--- src/rtl/lcd_scanout.sv ---
// Parallel RGB LCD scanout: pixel clock, hsync/vsync/DE timing, RGB332->RGB888 from a 1-clk-latency framebuffer.
// Outputs are registered on each pixel tick; no backpressure, the panel timing is free-running.
module lcd_scanout #(
    parameter int H_ACTIVE = 480,
    parameter int H_FP     = 8,
    parameter int H_SYNC   = 4,
    parameter int H_BP     = 43,
    parameter int V_ACTIVE = 272,
    parameter int V_FP     = 4,
    parameter int V_SYNC   = 4,
    parameter int V_BP     = 12,
    parameter int PIX_DIV  = 2
) (
    input  logic        clk,
    input  logic        rst_n,
    input  logic        en,
    output logic [31:0] rad,
    input  logic [7:0]  rdata,
    output logic        lcd_pclk,
    output logic        lcd_hsync,
    output logic        lcd_vsync,
    output logic        lcd_de,
    output logic [7:0]  lcd_r,
    output logic [7:0]  lcd_g,
    output logic [7:0]  lcd_b,
    output logic        frame_start,
    output logic        busy
);

    localparam int H_TOTAL = H_ACTIVE + H_FP + H_SYNC + H_BP;
    localparam int V_TOTAL = V_ACTIVE + V_FP + V_SYNC + V_BP;
    localparam int HW      = $clog2(H_TOTAL);
    localparam int VW      = $clog2(V_TOTAL);
    localparam int DW      = $clog2(PIX_DIV);

    localparam logic [DW-1:0] DIV_LAST = DW'(PIX_DIV - 1);
    localparam logic [DW-1:0] DIV_HALF = DW'(PIX_DIV / 2);
    localparam logic [HW-1:0] H_LAST   = HW'(H_TOTAL - 1);
    localparam logic [HW-1:0] H_ACT    = HW'(H_ACTIVE);
    localparam logic [HW-1:0] HS_BEG   = HW'(H_ACTIVE + H_FP);
    localparam logic [HW-1:0] HS_END   = HW'(H_ACTIVE + H_FP + H_SYNC);
    localparam logic [VW-1:0] V_LAST   = VW'(V_TOTAL - 1);
    localparam logic [VW-1:0] V_ACT    = VW'(V_ACTIVE);
    localparam logic [VW-1:0] VS_BEG   = VW'(V_ACTIVE + V_FP);
    localparam logic [VW-1:0] VS_END   = VW'(V_ACTIVE + V_FP + V_SYNC);
    localparam logic [31:0]   RAD_LAST = 32'(H_ACTIVE * V_ACTIVE - 1);

    typedef enum logic [1:0] {IDLE, RUN, STOP} state_t;

    state_t          state_q;
    logic [DW-1:0]   div_q, div_d;
    logic [HW-1:0]   hc_q, hc_d;
    logic [VW-1:0]   vc_q, vc_d;
    logic [31:0]     rad_q, rad_d;
    logic            pclk_q, pclk_d;
    logic            hsync_q, vsync_q, de_q;
    logic [7:0]      r_q, g_q, b_q;
    logic [7:0]      r_d, g_d, b_d;
    logic            fs_q, busy_q;
    logic            tick, active, h_end, at_last;
    logic            hsync_d, vsync_d;

    always_comb begin
        tick    = (div_q == DIV_LAST);
        div_d   = tick ? '0 : div_q + 1'b1;
        pclk_d  = (div_d >= DIV_HALF);

        active  = (hc_q < H_ACT) && (vc_q < V_ACT);
        h_end   = (hc_q == H_LAST);
        at_last = h_end && (vc_q == V_LAST);

        hc_d = h_end ? '0 : hc_q + 1'b1;
        vc_d = vc_q;
        if (h_end) begin
            vc_d = (vc_q == V_LAST) ? '0 : vc_q + 1'b1;
        end

        // rad always points at the next active pixel, so it only moves past active slots
        rad_d = rad_q;
        if (active) begin
            rad_d = (rad_q == RAD_LAST) ? '0 : rad_q + 32'd1;
        end

        hsync_d = !((hc_q >= HS_BEG) && (hc_q < HS_END));
        vsync_d = !((vc_q >= VS_BEG) && (vc_q < VS_END));

        r_d = '0;
        g_d = '0;
        b_d = '0;
        if (active) begin
            r_d = {rdata[7:5], rdata[7:5], rdata[7:6]};
            g_d = {rdata[4:2], rdata[4:2], rdata[4:3]};
            b_d = {rdata[1:0], rdata[1:0], rdata[1:0], rdata[1:0]};
        end
    end

    always_ff @(posedge clk or negedge rst_n) begin
        if (!rst_n) begin
            state_q <= IDLE;
            div_q   <= '0;
            hc_q    <= '0;
            vc_q    <= '0;
            rad_q   <= '0;
            pclk_q  <= 1'b0;
            hsync_q <= 1'b1;
            vsync_q <= 1'b1;
            de_q    <= 1'b0;
            r_q     <= '0;
            g_q     <= '0;
            b_q     <= '0;
            fs_q    <= 1'b0;
            busy_q  <= 1'b0;
        end else begin
            div_q  <= div_d;
            pclk_q <= pclk_d;
            fs_q   <= 1'b0;
            if (tick) begin
                if ((state_q != IDLE) && !en && at_last) begin
                    // last slot of the frame is blanking, so dropping to idle here is glitch-free
                    state_q <= IDLE;
                    busy_q  <= 1'b0;
                    hc_q    <= '0;
                    vc_q    <= '0;
                    rad_q   <= '0;
                    hsync_q <= 1'b1;
                    vsync_q <= 1'b1;
                    de_q    <= 1'b0;
                    r_q     <= '0;
                    g_q     <= '0;
                    b_q     <= '0;
                end else if ((state_q != IDLE) || en) begin
                    state_q <= en ? RUN : STOP;
                    busy_q  <= 1'b1;
                    hc_q    <= hc_d;
                    vc_q    <= vc_d;
                    rad_q   <= rad_d;
                    hsync_q <= hsync_d;
                    vsync_q <= vsync_d;
                    de_q    <= active;
                    r_q     <= r_d;
                    g_q     <= g_d;
                    b_q     <= b_d;
                    fs_q    <= (hc_q == '0) && (vc_q == '0);
                end
            end
        end
    end

    assign rad         = rad_q;
    assign lcd_pclk    = pclk_q;
    assign lcd_hsync   = hsync_q;
    assign lcd_vsync   = vsync_q;
    assign lcd_de      = de_q;
    assign lcd_r       = r_q;
    assign lcd_g       = g_q;
    assign lcd_b       = b_q;
    assign frame_start = fs_q;
    assign busy        = busy_q;

endmodule

--- config.mk ---
export PLATFORM = sky130hd
export DESIGN_NAME = lcd_scanout
export DESIGN_NICKNAME = d
export VERILOG_FILES = /design/src/rtl/lcd_scanout.sv
export SDC_FILE = /design/constraint.sdc
export NUM_CORES = 1
export LEC_CHECK = 0
export CAP_MARGIN = 15
export CORE_ASPECT_RATIO = 2
export CORE_MARGIN = 1.5
export CORE_UTILIZATION = 52
export CTS_CLUSTER_SIZE = 24
export DETAILED_ROUTE_END_ITERATION = 8
export PLACE_DENSITY = 0.91
export SYNTH_ARGS = -nofsm -noshare
export SYNTH_HDL_FRONTEND = slang
export SYNTH_SLANG_ARGS = --single-unit
export TNS_END_PERCENT = 1
--- constraint.sdc ---
create_clock -name clk -period 2.9 [get_ports clk]
set_input_delay 0.725 -clock clk [delete_from_list [all_inputs] [get_ports clk]]
set_output_delay 0.725 -clock clk [all_outputs]
set_load 0.005 [all_outputs]
==> results of run 1 <==
## worst max-delay path, cell delays in order
cell	delay [ns]
clkdlybuf4s50_1	0.58
o31a_1	0.17
and4b_1	0.41
a31o_2	0.47
nand2_1	0.12
a22o_1	0.25
## where the power goes
group	switching (mW)	internal [mW]	leakage [nW]	total, mW
logic	0.216	0.257	0.988	0.474
clock network	0.369	0.723	0.151	1.09
registers	0.150	1.02	0.863	1.17
## sequential cells by signal (all words and copies together) (netlist names)
signal	cells
lcd_r	3
vc_q	9
frame_start	1
lcd_vsync	1
lcd_g	3
state_q	2
lcd_b	2
div_q	1
busy	1
rad	32
hc_q	10
lcd_hsync	1
lcd_de	1
## worst max path at each step
stage / from / end / cells past startpoint / slack, ns
after floorplan: en / rad[4]$_DFFE_PN0P_ / 7 / 0.86
after global placement: en / rad[4]$_DFFE_PN0P_ / 6 / 0.22
after detailed placement: en / rad[4]$_DFFE_PN0P_ / 6 / 0.1
after CTS: en / rad[4]$_DFFE_PN0P_ / 6 / 0.42
after global routing: en / rad[4]$_DFFE_PN0P_ / 6 / 0.30
final: en / rad[4]$_DFFE_PN0P_ / 6 / 0.37
## per-layer routing
layer  GRT usage, %  wire [um]  up-vias
met5              0          0        -
met4           14.9        466        0
met3           6.31        469       46
met2           48.2       5420      164
met1           32.2       3450     1634
li1               -          -     1499
## cell families (layout without fill, tap and decap cells)
| kind of cell | after synthesis | in the layout | synth area share [%] |
|---|---|---|---|
| DFF | 67 | 67 | 46.8 |
| buffers and inverters | 45 | 110 | 7.15 |
| muxes | 3 | 3 | 0.872 |
| adders and majority gates | 6 | 6 | 2.09 |
| AOI/OAI and AO/OA | 97 | 97 | 18.9 |
| xor gates and xnor gates | 11 | 11 | 2.68 |
| and+or+nand+nor | 139 | 139 | 21.5 |
## final cells by class
class,instances,area share (%)
sequential,67,36.3
multi-input combinational,256,35.8
timing repair buffer,85,18.1
clock buffer,12,5.76
tap,88,2.38
inverter,11,0.893
clock inverter,2,0.758
## stage by stage
stage / area, um^2 / std cells / util, % / hold WS, ns / power (mW)
after global routing: 4620 / 521 / 69.8 / 0.431 / 2.86
final: 4620 / 521 / 69.8 / 0.402 / 2.74
after floorplan: 3590 / 368 / - / 0.429 / 1.41
after CTS: 4620 / 521 / 69.8 / 0.420 / 2.75
after detailed placement: 4320 / 507 / 65.3 / 0.471 / 1.64
after global placement: 4320 / 507 / 65.3 / 0.469 / 1.62
## layout by cell type, fill, tap and decap left out, drive strengths merged, types with 5 or more instances in the layout
| master | count |
|---|---|
| clkdlybuf4s50 | 71 |
| dfrtp | 65 |
| nand2 | 34 |
| a31oi | 24 |
| nand3 | 20 |
| nor2 | 18 |
| o21ai | 17 |
| nand4 | 15 |
| buf | 14 |
| a21oi | 13 |
| clkbuf | 12 |
| inv | 11 |
| nor3 | 11 |
| a22o | 10 |
| and3 | 8 |
| a41oi | 8 |
| nor4 | 8 |
| xnor2 | 6 |
| ha | 6 |
| xor2 | 5 |
==> metrics.cfg, run 1 <==
[yosys]
yosysWarnings = 0
synth_largest_area_cell = dfrtp_1
ys_types = 55
netlist_top_cells_area = dfrtp_1 45%, a31oi_1 4.2%, buf_4 3.8%
yosysTopAreaCellShare_pct = 45.3
ys_seq_area_share_pct = 46.8
synthesis.area_mm2 = 0.00359
postSynthCellCount = 368
synth_edf_count = 0
synthArstFlopShare_pct = 100
ys_ff_latch = 67
syn_nets = 385
synth_ff_type = dfrtp_1
synthTopCellsByCount = 65 x dfrtp_1, 34 x nand2_1, 24 x a31oi_1, 20 x nand3_1
synth_most_common_cell = dfrtp_1
avgSynthCellArea_um2 = 9.75

[timing]
fin_crit_ns = 2.53
slew_headroom_pct = 42.6
fmax_mhz = 396
finalSetupViolations = 0
slew_viol_final = 0
finClkSkew_ns = 0.0102
worst_slew_pin_slew_ns = 0.853
setup_tns_ns = 0
rsz0062_at_grt = no
hold_viol_final = 0
min_period_over_period_pct = 87.1
setup_slack_ns = 0.375

[global_route]
grt_pass1_vias = 3365
grt_max_degree = 68
grt_overflow_total = 0
antenna_found_initial = 0
grt_pass1_wl_mm = 16.1
grt_util_all_layers_pct = 28.7

[clocking]
post_cts_resized = 0
cts-hold-fix-buffers = 0
htreeDepth = 3
worstSkewPairLatency_ns = 0.33
cts_buffers = 9
cts_tree = built
postCtsSetupBuffers = 0
clockBufferDepth = 2
clockRootBuffer = clkbuf_16
numClockSinks = 67
clk_pin_slew_ns = 0.05

[drt]
drtAntennaViolNets = 0
firstDrtPassIters = 6
wire_per_inst_um = 18.8
drc_errors = 0
vias = 3343
viasPerCell = 6.42
drt-initial-drc-count = 317
drt_wl_total_mm = 9.81

[critical_path]
critPathCaptureType = flip-flop
critPathKind = in2reg
crit_required_ns = 3.11
startpoint_type = input pin
r2r_cells = 5
r2r_setup_slack_ns = 0.51
arrival_ns = 2.73
worstReg2RegStart = vc_q[4]$_DFFE_PN0P_
rr_endpoint = rad[4]$_DFFE_PN0P_
path_max_fanout = 20

[run_status]
status = finished clean

[power]
p_leak_nw = 2.00
p_per_area_mw_per_mm2 = 593
vdd_drop_max_uv = 707

[flow_run]
cap_violations = 0

[placed_design]
place.gp.congestion = 0.853
hpwl_mm = 6.61
place_ws_ns = 0.0967
portBuffers = 72

[cells_and_area]
nets = 447
seq_area_mm2 = 0.00168
multi_input_area_mm2 = 0.00165
nFillCells = 490
areaGrowthSynthToFinish_pct = 28.8
drive_gt1_share_pct = 10.9
diodes = 0

[min_path]
hp-class = in2async

[floorplan]
die-area_mm2 = 0.00744
die_w_um = 61.7
core_mm2 = 0.00662
start_util_pct = 54.2
rows = 42
die-height_um = 120
io_pins = 73

(Power assumes the default switching activity.)
==> run 2: changes to the inputs <==
--- a/config.mk
+++ b/config.mk
@@ -7,7 +7,7 @@
 export LEC_CHECK = 0
 export CAP_MARGIN = 15
 export CORE_ASPECT_RATIO = 2
-export CORE_MARGIN = 1.5
+export CORE_MARGIN = 8
 export CORE_UTILIZATION = 52
 export CTS_CLUSTER_SIZE = 24
 export DETAILED_ROUTE_END_ITERATION = 8
==> run 2 against run 1 <==
Compared with the run above: critical path depth up 1; clock skew down 0.0044 ns; sequential cell count did not move; critical endpoint is now rad[12]$_DFFE_PN0P_; highest routed layer unchanged; register-to-register slack gained 0.12 ns; clock power hardly changed; cell count grew 0.77%; routed wire length is 3.7% lower; count of clock-buffer cells in the layout grew 1.
==> metrics.cfg, run 2 (synthesis results as in run 1) <==
[run_status]
status = finished clean  ; unchanged

[cells_and_area]
instances_no_fill = 525  ; was 521
nets = 448  ; was 447
drive_gt1_share_pct = 11.0  ; was 10.9%
largest_reg_flops = 32  ; unchanged
diodes = 0  ; unchanged
final_common_cell = clkdlybuf4s50_1  ; unchanged
final_cell_area_mm2 = 0.00462  ; about the same
final_cell_mix = 71 x clkdlybuf4s50_1, 65 x dfrtp_1, 34 x nand2_1, 24 x a31oi_1, 20 x nand3_1  ; unchanged
areaGrowthSynthToFinish_pct = 28.7  ; was 28.8%

[clocking]
postCtsSetupBuffers = 0  ; unchanged
htreeDepth = 3  ; unchanged
cts_tree = built  ; unchanged
worstSkewPairLatency_ns = 0.33  ; about the same
clockBufferDepth = 2  ; unchanged
clk_pin_slew_ns = 0.05  ; about the same
cts_buffers = 9  ; unchanged
cts-hold-fix-buffers = 0  ; unchanged
post_cts_resized = 0  ; unchanged
clockRootBuffer = clkbuf_16  ; unchanged
numClockSinks = 67  ; unchanged

[floorplan]
start_util_pct = 52.5  ; was 54.2%
die-height_um = 133  ; was 120 um
die-area_mm2 = 0.00998  ; was 0.00744 mm^2
core_mm2 = 0.00683  ; was 0.00662 mm^2
rows = 43  ; was 42
die_w_um = 74.7  ; was 61.7 um
io_pins = 73  ; unchanged

[critical_path]
crit_required_ns = 3.15  ; was 3.11 ns
startpoint_type = input pin  ; unchanged
arrival_ns = 2.76  ; was 2.73 ns
critPathKind = in2reg  ; unchanged
critPathCaptureType = flip-flop  ; unchanged
path_max_fanout = 22  ; was 20

[timing]
min_period_over_period_pct = 86.4  ; was 87.1%
fin_crit_ns = 2.51  ; was 2.53 ns
slew_headroom_pct = 49.6  ; was 42.6%
hold_viol_final = 0  ; unchanged
slew_viol_final = 0  ; unchanged
finClkSkew_ns = 0.00573  ; was 0.0102 ns
finalSetupViolations = 0  ; unchanged
setup_tns_ns = 0  ; unchanged
rsz0062_at_grt = no  ; unchanged
fmax_mhz = 399  ; was 396 MHz
worst_slew_pin_slew_ns = 0.750  ; was 0.853 ns

[drt]
firstDrtPassIters = 5  ; was 6
drt-initial-drc-count = 308  ; was 317
vias = 3237  ; was 3343
drtAntennaViolNets = 0  ; unchanged
drc_errors = 0  ; unchanged
wire_per_inst_um = 18.0  ; was 18.8 um
viasPerCell = 6.17  ; was 6.42
drt_wl_total_mm = 9.44  ; was 9.81 mm

[placed_design]
dp_cells = 510  ; was 507
portBuffers = 72  ; unchanged
hpwl_mm = 6.63  ; was 6.61 mm
dpl_cell_area_mm2 = 0.00432  ; about the same
place.gp.congestion = 0.874  ; was 0.853

[global_route]
grt_pass1_wl_mm = 16.0  ; was 16.1 mm
antenna_found_initial = 0  ; unchanged
grt_util_all_layers_pct = 20.3  ; was 28.7%
grt_overflow_total = 0  ; unchanged
grt_max_degree = 41  ; was 68
grt_pass1_vias = 3266  ; was 3365

[power]
p_per_area_mw_per_mm2 = 585  ; was 593 mW/mm^2
vdd_drop_max_uv = 511  ; was 707 uV
power_mw = 2.70  ; was 2.74 mW
p_leak_nw = 2.00  ; about the same

[min_path]
hp-class = in2async  ; unchanged

[flow_run]
cap_violations = 0  ; unchanged

## run 2: final cells by class
class	instances	area, um^2
multi-input combinational	256	1660
inverter	11	41.3
clock inverter	2	35.0
timing repair buffer	86	833
sequential	67	1680
fill	537	2210
tap	90	113
clock buffer	13	260
## run 2: routing by layer
layer	vias to the layer above	share of wire, %	GRT usage (%)
met5	-	0	0
met4	0	1.7	9.23
met3	13	7.6	5.05
met2	151	49	31.8
met1	1576	42	25.1
li1	1497	-	-
## run 2: final timing paths
kind                                          to                start  slack, ns  cells past startpoint
setup / recovery             rad[12]$_DFFE_PN0P_                   en       0.39                      7
hold / removal               hc_q[3]$_DFFE_PN0P_                rst_n       0.41                      1
setup reg to reg           lcd_hsync$_DFFE_PN1P_  hc_q[5]$_DFFE_PN0P_       0.63                      5
hold reg to reg                 busy$_DFFE_PN0P_     busy$_DFFE_PN0P_       0.48                      2
max in group asynchronous    rad[27]$_DFFE_PN0P_                rst_n       1.85                      2
min in group clk                busy$_DFFE_PN0P_     busy$_DFFE_PN0P_       0.48                      2
## run 2: where the power goes
part           internal (mW)  leakage (nW)  switching, mW
registers               1.02         0.863          0.138
logic                  0.255         0.987          0.207
clock network          0.706         0.146          0.373
total                   1.99          2.00          0.718
## run 2: worst max-delay path, cell delays in order
cell and delay, ns:
clkdlybuf4s50_1 0.60, o31a_1 0.21, and4b_1 0.39, o31a_1 0.23, buf_4 0.26, a41oi_1 0.16, a31oi_1 0.17
## run 2: per-stage QoR
| step | util (%) | setup WS [ns] | hold WS, ns |
|---|---|---|---|
| CTS | 67.6 | 0.436 | 0.419 |
| global route | 67.6 | 0.224 | 0.461 |
| detailed placement | 63.3 | 0.128 | 0.477 |
| global placement | 63.3 | 0.231 | 0.458 |
| finish | 67.6 | 0.394 | 0.413 |
| floorplan | - | 0.856 | 0.429 |
==> run 3: changes to the inputs <==
--- a/config.mk
+++ b/config.mk
@@ -5,12 +5,14 @@
 export SDC_FILE = /design/constraint.sdc
 export NUM_CORES = 1
 export LEC_CHECK = 0
+export ABC_AREA = 1
 export CAP_MARGIN = 15
 export CORE_ASPECT_RATIO = 2
 export CORE_MARGIN = 8
-export CORE_UTILIZATION = 52
+export CORE_UTILIZATION = 54
 export CTS_CLUSTER_SIZE = 24
 export DETAILED_ROUTE_END_ITERATION = 8
+export MAX_ROUTING_LAYER = met4
 export PLACE_DENSITY = 0.91
 export SYNTH_ARGS = -nofsm -noshare
 export SYNTH_HDL_FRONTEND = slang
==> run 3 against run 2 <==
Compared with the run above: combinational power increased by 24%; largest power group unchanged; utilization is 0.63 points lower; worst setup slack improved by 0.32 ns; fmax is 15% higher; clock skew shrank 0.0013 ns.
==> metrics.cfg, run 3 <==
[run_status]
status = finished clean  ; unchanged

[yosys]
synth_largest_area_cell = dfrtp_1  ; unchanged
yosysTopAreaCellShare_pct = 37.9  ; was 45.3%
netlist_top_cells_area = dfrtp_1 38%, nand2_1 19%, inv_1 6.2%  ; was dfrtp_1 45%, a31oi_1 4.2%, buf_4 3.8%
synthTopCellsByCount = 219 x nand2_1, 71 x inv_1, 65 x dfrtp_1, 64 x nor2_1, 40 x nand3_1  ; was 65 x dfrtp_1, 34 x nand2_1, 24 x a31oi_1, 20 x nand3_1
ys_seq_area_share_pct = 39.2  ; was 46.8%
synthArstFlopShare_pct = 100  ; unchanged
yosysWarnings = 0  ; unchanged
synthesis.area_mm2 = 0.00429  ; was 0.00359 mm^2
ys_types = 35  ; was 55
ys_ff_latch = 67  ; unchanged
synth_ff_type = dfrtp_1  ; unchanged
syn_nets = 627  ; was 385
synth_edf_count = 0  ; unchanged
postSynthCellCount = 610  ; was 368
avgSynthCellArea_um2 = 7.03  ; was 9.75 um^2
synth_most_common_cell = nand2_1  ; was dfrtp_1

[cells_and_area]
nFillCells = 651  ; was 537
nets = 689  ; was 448
drive_gt1_share_pct = 8.42  ; was 11.0%
areaGrowthSynthToFinish_pct = 22.3  ; was 28.7%
diodes = 0  ; unchanged
final_common_cell = nand2_1  ; was clkdlybuf4s50_1
final_cell_area_mm2 = 0.00524  ; was 0.00462 mm^2
final_cell_mix = 219 x nand2_1, 71 x inv_1, 71 x clkdlybuf4s50_1, 65 x dfrtp_1, 64 x nor2_1  ; was 71 x clkdlybuf4s50_1, 65 x dfrtp_1, 34 x nand2_1, 24 x a31oi_1, 20 x nand3_1
largest_reg_flops = 32  ; unchanged

[placed_design]
hpwl_mm = 7.71  ; was 6.63 mm
place.gp.congestion = 0.950  ; was 0.874
portBuffers = 72  ; unchanged
dpl_cell_area_mm2 = 0.00495  ; was 0.00432 mm^2

[critical_path]
worstReg2RegStart = hc_q[0]$_DFFE_PN0P_  ; was hc_q[5]$_DFFE_PN0P_
crit_end = rad[18]  ; was rad[12]$_DFFE_PN0P_
startpoint = rad[18]$_DFFE_PN0P_  ; was en
slowest_delay_ns = 0.58  ; was 0.60 ns
r2r_cells = 11  ; was 5
arrival_ns = 1.46  ; was 2.76 ns
rr_endpoint = rad[2]$_DFFE_PN0P_  ; was lcd_hsync$_DFFE_PN1P_
path_max_fanout = 9  ; was 22
path_delay_family = buffers and inverters  ; unchanged
r2r_setup_slack_ns = 1.04  ; was 0.63 ns
critPathCaptureType = primary output  ; was flip-flop
startpoint_type = flip-flop  ; was input pin
path_buf_inv = 1  ; was 2
crit_required_ns = 2.17  ; was 3.15 ns
slowest_stage = clkdlybuf4s50_1  ; unchanged
worstPathCellList = clkdlybuf4s50_1  ; was clkdlybuf4s50_1 -> o31a_1 -> and4b_1 -> o31a_1 -> buf_4 -> a41oi_1 -> a31oi_1
crit_cells = 1  ; was 7
critPathKind = reg2out  ; was in2reg

[drt]
vias = 4141  ; was 3237
viasPerCell = 5.36  ; was 6.17
drc_errors = 0  ; unchanged
drt-initial-drc-count = 383  ; was 308
drt_wl_total_mm = 10.9  ; was 9.44 mm
drtAntennaViolNets = 0  ; unchanged
firstDrtPassIters = 6  ; was 5
wire_per_inst_um = 14.1  ; was 18.0 um

[clocking]
postCtsSetupBuffers = 0  ; unchanged
cts_tree = built  ; unchanged
post_cts_resized = 0  ; unchanged
htreeDepth = 3  ; unchanged
cts_buffers = 9  ; unchanged
cts-hold-fix-buffers = 0  ; unchanged
clockBufferDepth = 2  ; unchanged
clk_pin_slew_ns = 0.05  ; about the same
worstSkewPairLatency_ns = 0.34  ; was 0.33 ns
numClockSinks = 67  ; unchanged
clockRootBuffer = clkbuf_16  ; unchanged

[timing]
fin_crit_ns = 2.18  ; was 2.51 ns
whs_ns = 0.484  ; was 0.413 ns
finClkSkew_ns = 0.00447  ; was 0.00573 ns
slew_viol_final = 0  ; unchanged
finalSetupViolations = 0  ; unchanged
rsz0062_at_grt = no  ; unchanged
slew_headroom_pct = 44.2  ; was 49.6%
setup_tns_ns = 0  ; unchanged
fmax_mhz = 458  ; was 399 MHz
min_period_over_period_pct = 75.2  ; was 86.4%
worst_slew_pin_slew_ns = 0.838  ; was 0.750 ns
hold_viol_final = 0  ; unchanged

[power]
vdd_drop_max_uv = 472  ; was 511 uV
p_leak_nw = 2.56  ; was 2.00 nW
p_per_area_mw_per_mm2 = 534  ; was 585 mW/mm^2
power_mw = 2.80  ; was 2.70 mW

[floorplan]
die_w_um = 79.0  ; was 74.7 um
start_util_pct = 54.8  ; was 52.5%
rows = 46  ; was 43
core_mm2 = 0.00783  ; was 0.00683 mm^2
die-area_mm2 = 0.0112  ; was 0.00998 mm^2
die-height_um = 142  ; was 133 um
io_pins = 73  ; unchanged

[global_route]
grt_util_all_layers_pct = 20.6  ; was 20.3%
grt_overflow_total = 0  ; unchanged
grt_pass1_vias = 3922  ; was 3266
antenna_found_initial = 0  ; unchanged
grt_pass1_wl_mm = 18.3  ; was 16.0 mm
grt_max_degree = 40  ; was 41

[flow_run]
cap_violations = 0  ; unchanged

[min_path]
hp-class = reg2reg  ; was in2async

## run 3: cell count changes after synthesis, sizes merged, moves of 7 or more
cell / before / now
nand2: 34 / 233
inv: 11 / 75
nor2: 18 / 77
a31oi: 24 / 1
nand3: 20 / 43
a22o: 10 / 0
nand4: 15 / 6
o21ai: 17 / 26
a41oi: 8 / 0
and3: 8 / 0
nand3b: 0 / 7
nor4: 8 / 1
## run 3: logic make-up (layout without fill, tap and decap cells)
family	Yosys count	in the layout	share of synthesized area, %
fa+ha+maj	6	6	1.75
xor+xnor	17	17	3.47
buf+inv	103	170	11.7
flops	67	67	39.2
simple gates	380	380	39.2
compound gates	37	37	4.76
## run 3: cell type report
cell class                      count  area (um^2)  area share, %
Multi-Input combinational cell    440         2110           40.2
Tap cell                           96          120           2.29
Clock buffer                       14          254           4.84
Sequential cell                    67         1680           32.0
Timing Repair Buffer               78          761           14.5
Inverter                           76          285           5.44
Clock inverter                      2         35.0          0.668
## run 3: metal layers
layer / share of wire, % / global-route usage [%] / up-vias
met5: 0 / - / -
met4: 3.0 / 10.7 / 0
met3: 8.8 / 3.54 / 34
met2: 47 / 31.6 / 220
met1: 41 / 25.1 / 1893
li1: - / - / 1994
## run 3: power by group
group	switching, mW	internal (mW)
clock network	0.378	0.688
logic	0.306	0.268
registers	0.122	1.04
total	0.805	1.99
## run 3: worst min-delay path by stage
stage                     slack, ns                    end                  start  cells after the start
after floorplan                0.43       busy$_DFFE_PN0P_                  rst_n                      0
after global placement         0.46  lcd_vsync$_DFFE_PN1P_  lcd_vsync$_DFFE_PN1P_                      2
after detailed placement       0.47  lcd_vsync$_DFFE_PN1P_  lcd_vsync$_DFFE_PN1P_                      2
after CTS                      0.48  lcd_vsync$_DFFE_PN1P_  lcd_vsync$_DFFE_PN1P_                      2
after global routing           0.50  lcd_vsync$_DFFE_PN1P_  lcd_vsync$_DFFE_PN1P_                      2
final                          0.48  lcd_vsync$_DFFE_PN1P_  lcd_vsync$_DFFE_PN1P_                      2
## run 3: metrics by stage
step	cells	setup WS, ns	utilization [%]
after CTS	773	0.743	67.0
final	773	0.719	67.0
after global placement	757	0.559	63.3
after detailed placement	757	0.477	63.3
after global routing	773	0.657	67.0
after floorplan	610	1.27	-
## run 3: tightest hold or removal path: cells and delay by family (launching register included)
family           cells  cell delay (ns)
DFF                  1             0.36
and+or+nand+nor      2             0.12
